### config.mk
export PLATFORM = sky130hd
export DESIGN_NAME = bus_control_sequencer
export DESIGN_NICKNAME = d
export VERILOG_FILES = /design/src/rtl/bus_control_pkg.sv /design/src/rtl/bus_control_sync.sv /design/src/rtl/bus_control_sequencer.sv
export SDC_FILE = /design/constraint.sdc
export NUM_CORES = 1
export LEC_CHECK = 0
export ABC_CLOCK_PERIOD_IN_PS = 2200
export CORE_MARGIN = 3
export CORE_UTILIZATION = 40
export CTS_BUF_LIST = sky130_fd_sc_hd__clkbuf_16
export DETAILED_ROUTE_END_ITERATION = 10
export PLACE_DENSITY_LB_ADDON = 0.05
export SYNTH_ARGS = -nofsm -noshare
export SYNTH_HDL_FRONTEND = slang
export SYNTH_SLANG_ARGS = --single-unit
export TNS_END_PERCENT = 5
### constraint.sdc
create_clock -name clock -period 2.2 [get_ports clock]
set_clock_uncertainty 0.1 [all_clocks]
set_input_delay 0.33 -clock clock [delete_from_list [all_inputs] [get_ports clock]]
set_output_delay 0.33 -clock clock [all_outputs]
set_load 0.02 [all_outputs]
### src/rtl/bus_control_pkg.sv
// Shared types and constants for the bus control sequencer: FSM states,
// decoded data-bit positions and commit-strobe indices.
package bus_control_pkg;

  typedef enum logic [2:0] {
    ST_IDLE,
    ST_WAIT_ICW2,
    ST_WAIT_ICW3,
    ST_WAIT_ICW4,
    ST_READY
  } state_e;

  localparam int BIT_IC4  = 0;
  localparam int BIT_SNGL = 1;
  localparam int BIT_D3   = 3;
  localparam int BIT_D4   = 4;

  localparam int STB_ICW1 = 0;
  localparam int STB_ICW2 = 1;
  localparam int STB_ICW3 = 2;
  localparam int STB_ICW4 = 3;
  localparam int STB_OCW1 = 4;
  localparam int STB_OCW2 = 5;
  localparam int STB_OCW3 = 6;
  localparam int NUM_STB  = 7;

endpackage

### src/rtl/bus_control_sync.sv
// Input sampler: a STAGES-deep flop chain when BUS_CONTROL_SYNC_EN is defined,
// otherwise a single register stage. Reset loads RESET_VAL into every stage.
module bus_control_sync #(
  parameter int                 WIDTH     = 13,
  parameter int                 STAGES    = 2,
  parameter logic [WIDTH-1:0]   RESET_VAL = '0
) (
  input  logic             clock,
  input  logic             reset,
  input  logic [WIDTH-1:0] din,
  output logic [WIDTH-1:0] dout
);

`ifdef BUS_CONTROL_SYNC_EN
  localparam int DEPTH = STAGES;
`else
  localparam int DEPTH = 1;
`endif

  if (STAGES < 2 || STAGES > 4) begin : g_bad_stages
    $error("bus_control_sync: STAGES must be 2 to 4");
  end

  logic [WIDTH-1:0] chain_d [DEPTH];
  logic [WIDTH-1:0] chain_q [DEPTH];

  always_comb begin
    chain_d[0] = din;
    for (int i = 1; i < DEPTH; i++) begin
      chain_d[i] = chain_q[i-1];
    end
  end

  always_ff @(posedge clock) begin
    if (reset) begin
      for (int i = 0; i < DEPTH; i++) begin
        chain_q[i] <= RESET_VAL;
      end
    end else begin
      for (int i = 0; i < DEPTH; i++) begin
        chain_q[i] <= chain_d[i];
      end
    end
  end

  assign dout = chain_q[DEPTH-1];

endmodule

### src/rtl/bus_control_sequencer.sv
// Host bus write/read sequencer: detects write commits, decodes ICW1-4 and
// OCW1-3 and tracks the init sequence. Sampler depth follows BUS_CONTROL_SYNC_EN.
module bus_control_sequencer
  import bus_control_pkg::*;
#(
  parameter int DATA_WIDTH  = 8,
  parameter int SYNC_STAGES = 2
) (
  input  logic                  clock,
  input  logic                  reset,
  input  logic                  chip_select_n,
  input  logic                  read_enable_n,
  input  logic                  write_enable_n,
  input  logic                  address,
  input  logic [DATA_WIDTH-1:0] data_bus_in,
  output logic [DATA_WIDTH-1:0] internal_data_bus,
  output logic                  write_icw1,
  output logic                  write_icw2,
  output logic                  write_icw3,
  output logic                  write_icw4,
  output logic                  write_ocw1,
  output logic                  write_ocw2,
  output logic                  write_ocw3,
  output logic                  read,
  output logic                  init_done
);

  localparam int SW = DATA_WIDTH + 5;
  // The top bit marks a genuine sample; it is 0 while reset values flush out.
  localparam logic [SW-1:0] SYNC_RST = {1'b0, 3'b111, 1'b0, {DATA_WIDTH{1'b0}}};

  logic [SW-1:0]         sync_in, sync_out;
  logic                  s_valid, s_cs_n, s_rd_n, s_wr_n, s_a0;
  logic [DATA_WIDTH-1:0] s_data;

  assign sync_in = {1'b1, chip_select_n, read_enable_n, write_enable_n, address, data_bus_in};
  assign {s_valid, s_cs_n, s_rd_n, s_wr_n, s_a0, s_data} = sync_out;

  bus_control_sync #(
    .WIDTH    (SW),
    .STAGES   (SYNC_STAGES),
    .RESET_VAL(SYNC_RST)
  ) u_sync (
    .clock(clock),
    .reset(reset),
    .din  (sync_in),
    .dout (sync_out)
  );

  state_e                state_d, state_q;
  logic                  sngl_d, sngl_q, ic4_d, ic4_q;
  logic                  wr_act_d, wr_act_q, wr_block_d, wr_block_q;
  logic                  cap_a0_d, cap_a0_q;
  logic [DATA_WIDTH-1:0] cap_data_d, cap_data_q;
  logic [DATA_WIDTH-1:0] bus_d, bus_q;
  logic [NUM_STB-1:0]    strb_d, strb_q;
  logic                  read_d, read_q, init_done_d, init_done_q;
  logic                  wr_now, commit;

  always_comb begin
    state_d     = state_q;
    sngl_d      = sngl_q;
    ic4_d       = ic4_q;
    bus_d       = bus_q;
    strb_d      = '0;
    wr_now      = !s_cs_n && !s_wr_n;
    // A write in flight across reset stays blocked until a real wr_n=1 is seen.
    wr_act_d    = wr_now && !wr_block_q;
    wr_block_d  = wr_block_q && !(s_valid && s_wr_n);
    cap_a0_d    = wr_act_d ? s_a0 : cap_a0_q;
    cap_data_d  = wr_act_d ? s_data : cap_data_q;
    commit      = s_wr_n && wr_act_q;
    read_d      = !s_cs_n && !s_rd_n && !wr_now;

    if (commit) begin
      if (!cap_a0_q) begin
        if (cap_data_q[BIT_D4]) begin
          bus_d            = cap_data_q;
          strb_d[STB_ICW1] = 1'b1;
          sngl_d           = cap_data_q[BIT_SNGL];
          ic4_d            = cap_data_q[BIT_IC4];
          state_d          = ST_WAIT_ICW2;
        end else if (state_q == ST_READY) begin
          bus_d = cap_data_q;
          if (cap_data_q[BIT_D3]) strb_d[STB_OCW3] = 1'b1;
          else                    strb_d[STB_OCW2] = 1'b1;
        end
      end else begin
        case (state_q)
          ST_WAIT_ICW2: begin
            bus_d            = cap_data_q;
            strb_d[STB_ICW2] = 1'b1;
            if (!sngl_q)     state_d = ST_WAIT_ICW3;
            else if (ic4_q)  state_d = ST_WAIT_ICW4;
            else             state_d = ST_READY;
          end
          ST_WAIT_ICW3: begin
            bus_d            = cap_data_q;
            strb_d[STB_ICW3] = 1'b1;
            state_d          = ic4_q ? ST_WAIT_ICW4 : ST_READY;
          end
          ST_WAIT_ICW4: begin
            bus_d            = cap_data_q;
            strb_d[STB_ICW4] = 1'b1;
            state_d          = ST_READY;
          end
          ST_READY: begin
            bus_d            = cap_data_q;
            strb_d[STB_OCW1] = 1'b1;
          end
          default: ;
        endcase
      end
    end

    init_done_d = (state_d == ST_READY);
  end

  always_ff @(posedge clock) begin
    if (reset) begin
      state_q     <= ST_IDLE;
      sngl_q      <= 1'b0;
      ic4_q       <= 1'b0;
      wr_act_q    <= 1'b0;
      wr_block_q  <= 1'b1;
      bus_q       <= '0;
      strb_q      <= '0;
      read_q      <= 1'b0;
      init_done_q <= 1'b0;
    end else begin
      state_q     <= state_d;
      sngl_q      <= sngl_d;
      ic4_q       <= ic4_d;
      wr_act_q    <= wr_act_d;
      wr_block_q  <= wr_block_d;
      bus_q       <= bus_d;
      strb_q      <= strb_d;
      read_q      <= read_d;
      init_done_q <= init_done_d;
    end
  end

  always_ff @(posedge clock) begin
    cap_a0_q   <= cap_a0_d;
    cap_data_q <= cap_data_d;
  end

  assign internal_data_bus = bus_q;
  assign write_icw1        = strb_q[STB_ICW1];
  assign write_icw2        = strb_q[STB_ICW2];
  assign write_icw3        = strb_q[STB_ICW3];
  assign write_icw4        = strb_q[STB_ICW4];
  assign write_ocw1        = strb_q[STB_OCW1];
  assign write_ocw2        = strb_q[STB_OCW2];
  assign write_ocw3        = strb_q[STB_OCW3];
  assign read              = read_q;
  assign init_done         = init_done_q;

endmodule

* Word-level counts from Yosys, hierarchy flattened
Memories as Yosys holds them, arrays and structs flattened. Index checks and enable logic that the tools add are counted. W data, S select, Z words.
Storage, ports and cells: flip-flop bits (word level) 33, latch bits 0, bits in writable memories 13, bits in read-only memories 0, input bits 14, memories 1
Memory list:
- u_sync.chain_q | depth 1, width 13, read ports 1, clocked after Yosys merged registers in 0, wr ports 1, RTL line bus_control_sync.sv:25 | logic [WIDTH-1:0] chain_q [DEPTH];
Cells by class: add/sub/neg operators 0, $mul 0, divide/modulo/power cells 0, order comparisons 0, eq/ne operators 6, shift-type cells 0, muxes and demuxes 22, bitwise operators 3, reductions and logical operators 21
Operators with widths (count):
- $mux W8 | 4
- $mux W3 | 5
- $mux W13 | 1
- $reduce_or A13 Y1 | 1
- $mux W1 | 11
- $pmux W3 S3 | 1
- $logic_and A1 B1 Y1 | 7
- $eq A3 B2 Y1 const B | 2
- $eq A3 B3 Y1 const B | 2
- $logic_not A1 Y1 | 6
- $reduce_and A3 Y1 | 2
- $reduce_or A3 Y1 | 2
- $reduce_or A5 Y1 | 1
- $reduce_or A4 Y1 | 1
- $eq A3 B1 Y1 const B | 1
- $not A1 Y1 | 3
- $reduce_bool A3 Y1 | 1
- $ne A2 B2 Y1 const B | 1

* Depth between registers and ports, before layout
depth in word-level cells 6, depth in mapped cells 5, depth with buffers taken out 4

* By module
From an unflattened synthesis, not the netlist that was laid out.
Unflattened totals: cells, all modules 141, area total of the unflattened synthesis 1631.6 sq um
Modules (own cells, without submodules):
- bus_control_sequencer | times used 1, cells each 114, area an instance 1276.2 sq um, sequential area each 750.7 sq um
- bus_control_sync | times used 1, cells each 27, area an instance 355.3 sq um, sequential area each 260.2 sq um

* Least setup slack after synthesis
No wires, ideal clock.
path type reg2reg, start point memory u_sync.chain_q[0][9], end point register cap_a0_q, enable pin, data arrival time 1.174 ns, required time 1.713 ns, setup slack 0.540 ns, stages on the path, launching flop included 3, buffers on the path 1, clock period less this slack 1.660 ns, cells stage by stage dfxtp_1 clkbuf_1 nor3_1
Between the ends: cells in the longest elaborated chain, start to end 4
RTL lines:
- start: declaration | RTL line bus_control_sync.sv:25
- $mem_v2 Z1 W13
- $logic_not A1 Y1 | RTL line bus_control_sequencer.sv:66 | wr_now = !s_cs_n && !s_wr_n;
- $logic_and A1 B1 Y1 | RTL line bus_control_sequencer.sv:66
- $logic_and A1 B1 Y1 | RTL line bus_control_sequencer.sv:68 | wr_act_d = wr_now && !wr_block_q;
- named net wr_act_d | RTL line bus_control_sequencer.sv:52 | logic wr_act_d, wr_act_q, wr_block_d, wr_block_q;
- end signal: assignment | RTL line bus_control_sequencer.sv:144 | cap_a0_q <= cap_a0_d;
- end: declaration | RTL line bus_control_sequencer.sv:53 | logic cap_a0_d, cap_a0_q;
The timed path passes the listed nets, and every way through them passes these cells. A chain may end at the register's enable or synchronous reset.

* Worst setup path in the final report
start point register state_q[1], end point register bus_q[0] (netlist: internal_data_bus[0])
Between the ends: cells in the longest elaborated chain, start to end 4, elaborated cells on any way between the ends 8
RTL lines:
- start: declaration | RTL line bus_control_sequencer.sv:50 | state_e state_d, state_q;
- start signal: assignment | RTL line bus_control_sequencer.sv:131 | state_q <= state_d;
- $eq A3 B3 Y1, or another cell as far along | RTL line bus_control_sequencer.sv:83, bus_control_sequencer.sv:89
- $reduce_or A4 Y1 (no source line)
- $ne A2 B2 Y1 (no source line)
- $reduce_and A3 Y1 (no source line) *
- end signal: assignment | RTL line bus_control_sequencer.sv:136 | bus_q <= bus_d;
- end: declaration | RTL line bus_control_sequencer.sv:55 | logic [DATA_WIDTH-1:0] bus_d, bus_q;
Every way passes the cells marked *; elsewhere a longest branch is shown, timed or not.

==> impl_metrics.py <==
metrics = {
    "status": {
        "status": "completed",
    },
    "worst_setup_path": {
        "cpLargestDelayFamily": "flip-flops",
        "end_kind": "flip-flop",
        "path_class": "flip-flop to flip-flop",
        "startpoint_type": "flip-flop",
        "path_buf_inv": 0,
        "crit_fanout": 10,
        "worstPathArrival_ps": 1860,
        "cp.required_ps": 2310,
        "cp_slowest_cell": "dfxtp_1",
        "cpPeakStageDelay_ps": 480,
        "cp_cell_sequence": "nor2_2, or3b_4, a31oi_4, mux2i_1",
    },
    "routing": {
        "wl_per_cell_um": 11.4,
        "via_per_inst": 4.76,
        "vias": 1072,
        "first_pass_iters": 4,
        "ant_nets": 0,
        "drc": 0,
        "totalWireLength_um": 2560,
        "drt_iter0_markers": 61,
    },
    "power": {
        "p_per_area_nw_per_um2": 830,
        "power_frac_seq_pct": 50.6,
        "internal_power_uw": 1430,
        "ir_drop_uv": 632,
        "pwr-share-comb_pct": 2.9,
        "swShare_pct": 17.8,
        "clkPwrFrac_pct": 46.5,
        "cellLeakagePower_uw": 0.000748,
        "p_sw_uw": 310,
    },
    "logic_synthesis": {
        "ys_warn_count": 0,
        "ys_seq_elements": 46,
        "synth.distinct_cells": 37,
        "synth_nets": 159,
        "syn_avg_cell_area_um2": 11.1,
        "synthesis.area_um2": 1600,
        "netlist_instances": 145,
        "yosysSeqAreaShare_pct": 63.1,
    },
    "cts": {
        "root_buffer": "clkbuf_16",
        "cts_buffer_depth": 2,
        "path_clk_slew_ps": 60,
        "cts_resized": 0,
        "cts_hold_buf": 0,
        "clock_sinks": 46,
        "post_cts.repair.setup_buffers": 0,
        "h-tree-depth": 2,
        "cts_tree": "yes",
        "numCtsBuffers": 5,
        "clock_latency_ps": 280,
    },
    "sta": {
        "rsz0062_at_grt": "no",
        "min_period_ps": 1750,
        "tns_ps": 0,
        "setup_viol": 0,
        "min_period_over_period_pct": 79.5,
        "fmax_mhz": 572,
        "tightest_slew_ps": 393,
        "slew_violations": 0,
        "relSlewSlack_pct": 73.8,
        "hold_viol": 0,
    },
    "floorplanning": {
        "die_height_um": 69.3,
        "die_w_um": 69.3,
        "die_area_um2": 4800,
        "ios": 31,
        "coreArea_um2": 3770,
        "start_util_pct": 42.5,
        "num_rows": 22,
    },
    "placed_design": {
        "dp.cells": 217,
        "portBuffers": 30,
        "gp_congestion": 0.739,
        "hpwl_um": 1880,
        "post_dp_cell_area_um2": 1940,
    },
    "cells_and_area": {
        "drive_gt1_share_pct": 7.34,
        "area_delta_synth_final_pct": 31.1,
        "final_cell_count_no_fill": 225,
        "utilization_pct": 55.7,
        "diodes": 0,
        "stdcell_area_um2": 2100,
        "layout.nets": 190,
    },
    "hold_path": {
        "min_path_type": "flip-flop to flip-flop",
    },
    "run": {
        "cap_violations": 0,
    },
    "grt": {
        "antenna_found_initial": 0,
        "grt_pass1_wl_um": 4400,
        "overflow": 0,
        "grt_pass1_vias": 995,
        "grt_use_total_pct": 11.8,
        "grt_max_degree": 21,
    },
}
-- worst register-to-register path, delay by kind of cell, from the launching register on --
family / cells / cell delay [ps]
flip-flops: 1 / 480
AND/OR/NAND/NOR: 2 / 470
AO/OA/AOI/OAI: 1 / 390
multiplexers: 1 / 230
-- worst paths after layout --
path | from | slack [ps] | cells past startpoint | to
worst min register to register | u_sync.chain_q[0][10] | 290 | 1 | read
worst max register to register | state_q[1] | 450 | 4 | internal_data_bus[0]
worst min-delay path | u_sync.chain_q[0][10] | 290 | 1 | read
worst max-delay path | state_q[1] | 450 | 4 | internal_data_bus[0]
-- cell usage in the layout, fill, tap and decap left out, types with 2 or more instances in the layout --
cell type and instances:
or2_1 3, buf_4 3, edfxtp_1 9, o21ai_1 3
a21oi_1 4, nand2_1 26, nand2b_1 2, nor2_1 5
a41oi_1 2, nor4_1 2, mux2i_1 8, inv_1 2
nor2b_1 9, dfxtp_1 37, clkdlybuf4s50_1 30, nor3_1 3
nand3_1 2, clkbuf_16 5, and2_1 3
-- area by class of cell --
cell class                      instances  area, um2
Clock inverter                          3       37.5
Timing Repair Buffer                   33        323
Sequential cell                        46       1010
Multi-Input combinational cell         88        537
Inverter                                2       7.51
Tap cell                               48       60.1
Clock buffer                            5        125
Fill cell                             322       1670
-- Yosys cell counts --
library cell  count  area (um2)
mux2i_1           8        80.1
o21ai_1           3        15.0
nor2b_1           9        56.3
and3b_1           1        8.76
nor2_2            1        6.26
o21ai_0           1        5.00
or4b_1            1        10.0
a21o_1            1        7.51
nor3_1            3        15.0
and3_1            1        6.26
o32a_1            1        10.0
buf_6             1        11.3
nor4b_1           1        8.76
or3b_4            1        11.3
buf_2             2        10.0
o31a_1            1        8.76
inv_1             1        3.75
nand2b_1          2        12.5
nand3b_1          1        7.51
a31oi_4           1        21.3
or2_1             3        18.8
o211ai_1          1        7.51
clkbuf_1          5        18.8
edfxtp_1          9         270
or3_1             1        6.26
inv_2             1        3.75
dfxtp_1          37         741
a41oi_1           2        17.5
nor3b_1           1        7.51
buf_4             1        7.51
nor4_1            2        12.5
or4bb_1           1        11.3
nor2_1            5        18.8
and2_1            3        18.8
nand2_1          26        97.6
a21oi_1           4        20.0
nand3_1           2        10.0
-- through the flow --
step,setup slack [ps],hold slack [ps],total power [uW]
2_1_floorplan,540,274,922
3_3_place_gp,525,283,951
3_5_place_dp,439,287,952
4_1_cts,433,295,1760
5_1_grt,336,305,1800
6_report,451,291,1740
-- logic make-up after synthesis --
logic type | share of synthesized area [%]
AO/OA/AOI/OAI | 7.03
buffers and inverters | 3.43
flip-flops | 63.1
multiplexers | 5.00
AND/OR/NAND/NOR | 21.5
-- state kept, by name (all words and copies together) (netlist names) --
register and flops:
wr_block_q 1, state_q 3, read 1, init_done 1, u_sync.chain_q 13, cap_data_q 8
internal_data_bus 8, wr_act_q 1, sngl_q 1, cap_a0_q 1, ic4_q 1, strb_q 7
-- power by group through the flow --
stage	Clock, uW	Combinational, uW	Sequential (uW)
after floorplan	0	24.5	898
after global placement	0	50.2	901
after detailed placement	0	51.0	901
after CTS	829	51.1	883
after global routing	863	56.4	884
final	810	50.1	883
-- layer usage --
layer | up-vias | part of all wire [%] | GRT usage, %
met4 | 0 | 2.7 | 7.16
li1 | 551 | - | -
met5 | - | 0 | 0
met1 | 480 | 43 | 13.7
met3 | 5 | 7.0 | 4.49
met2 | 36 | 48 | 18.3
No activity file was read; power rests on OpenSTA's default activity.
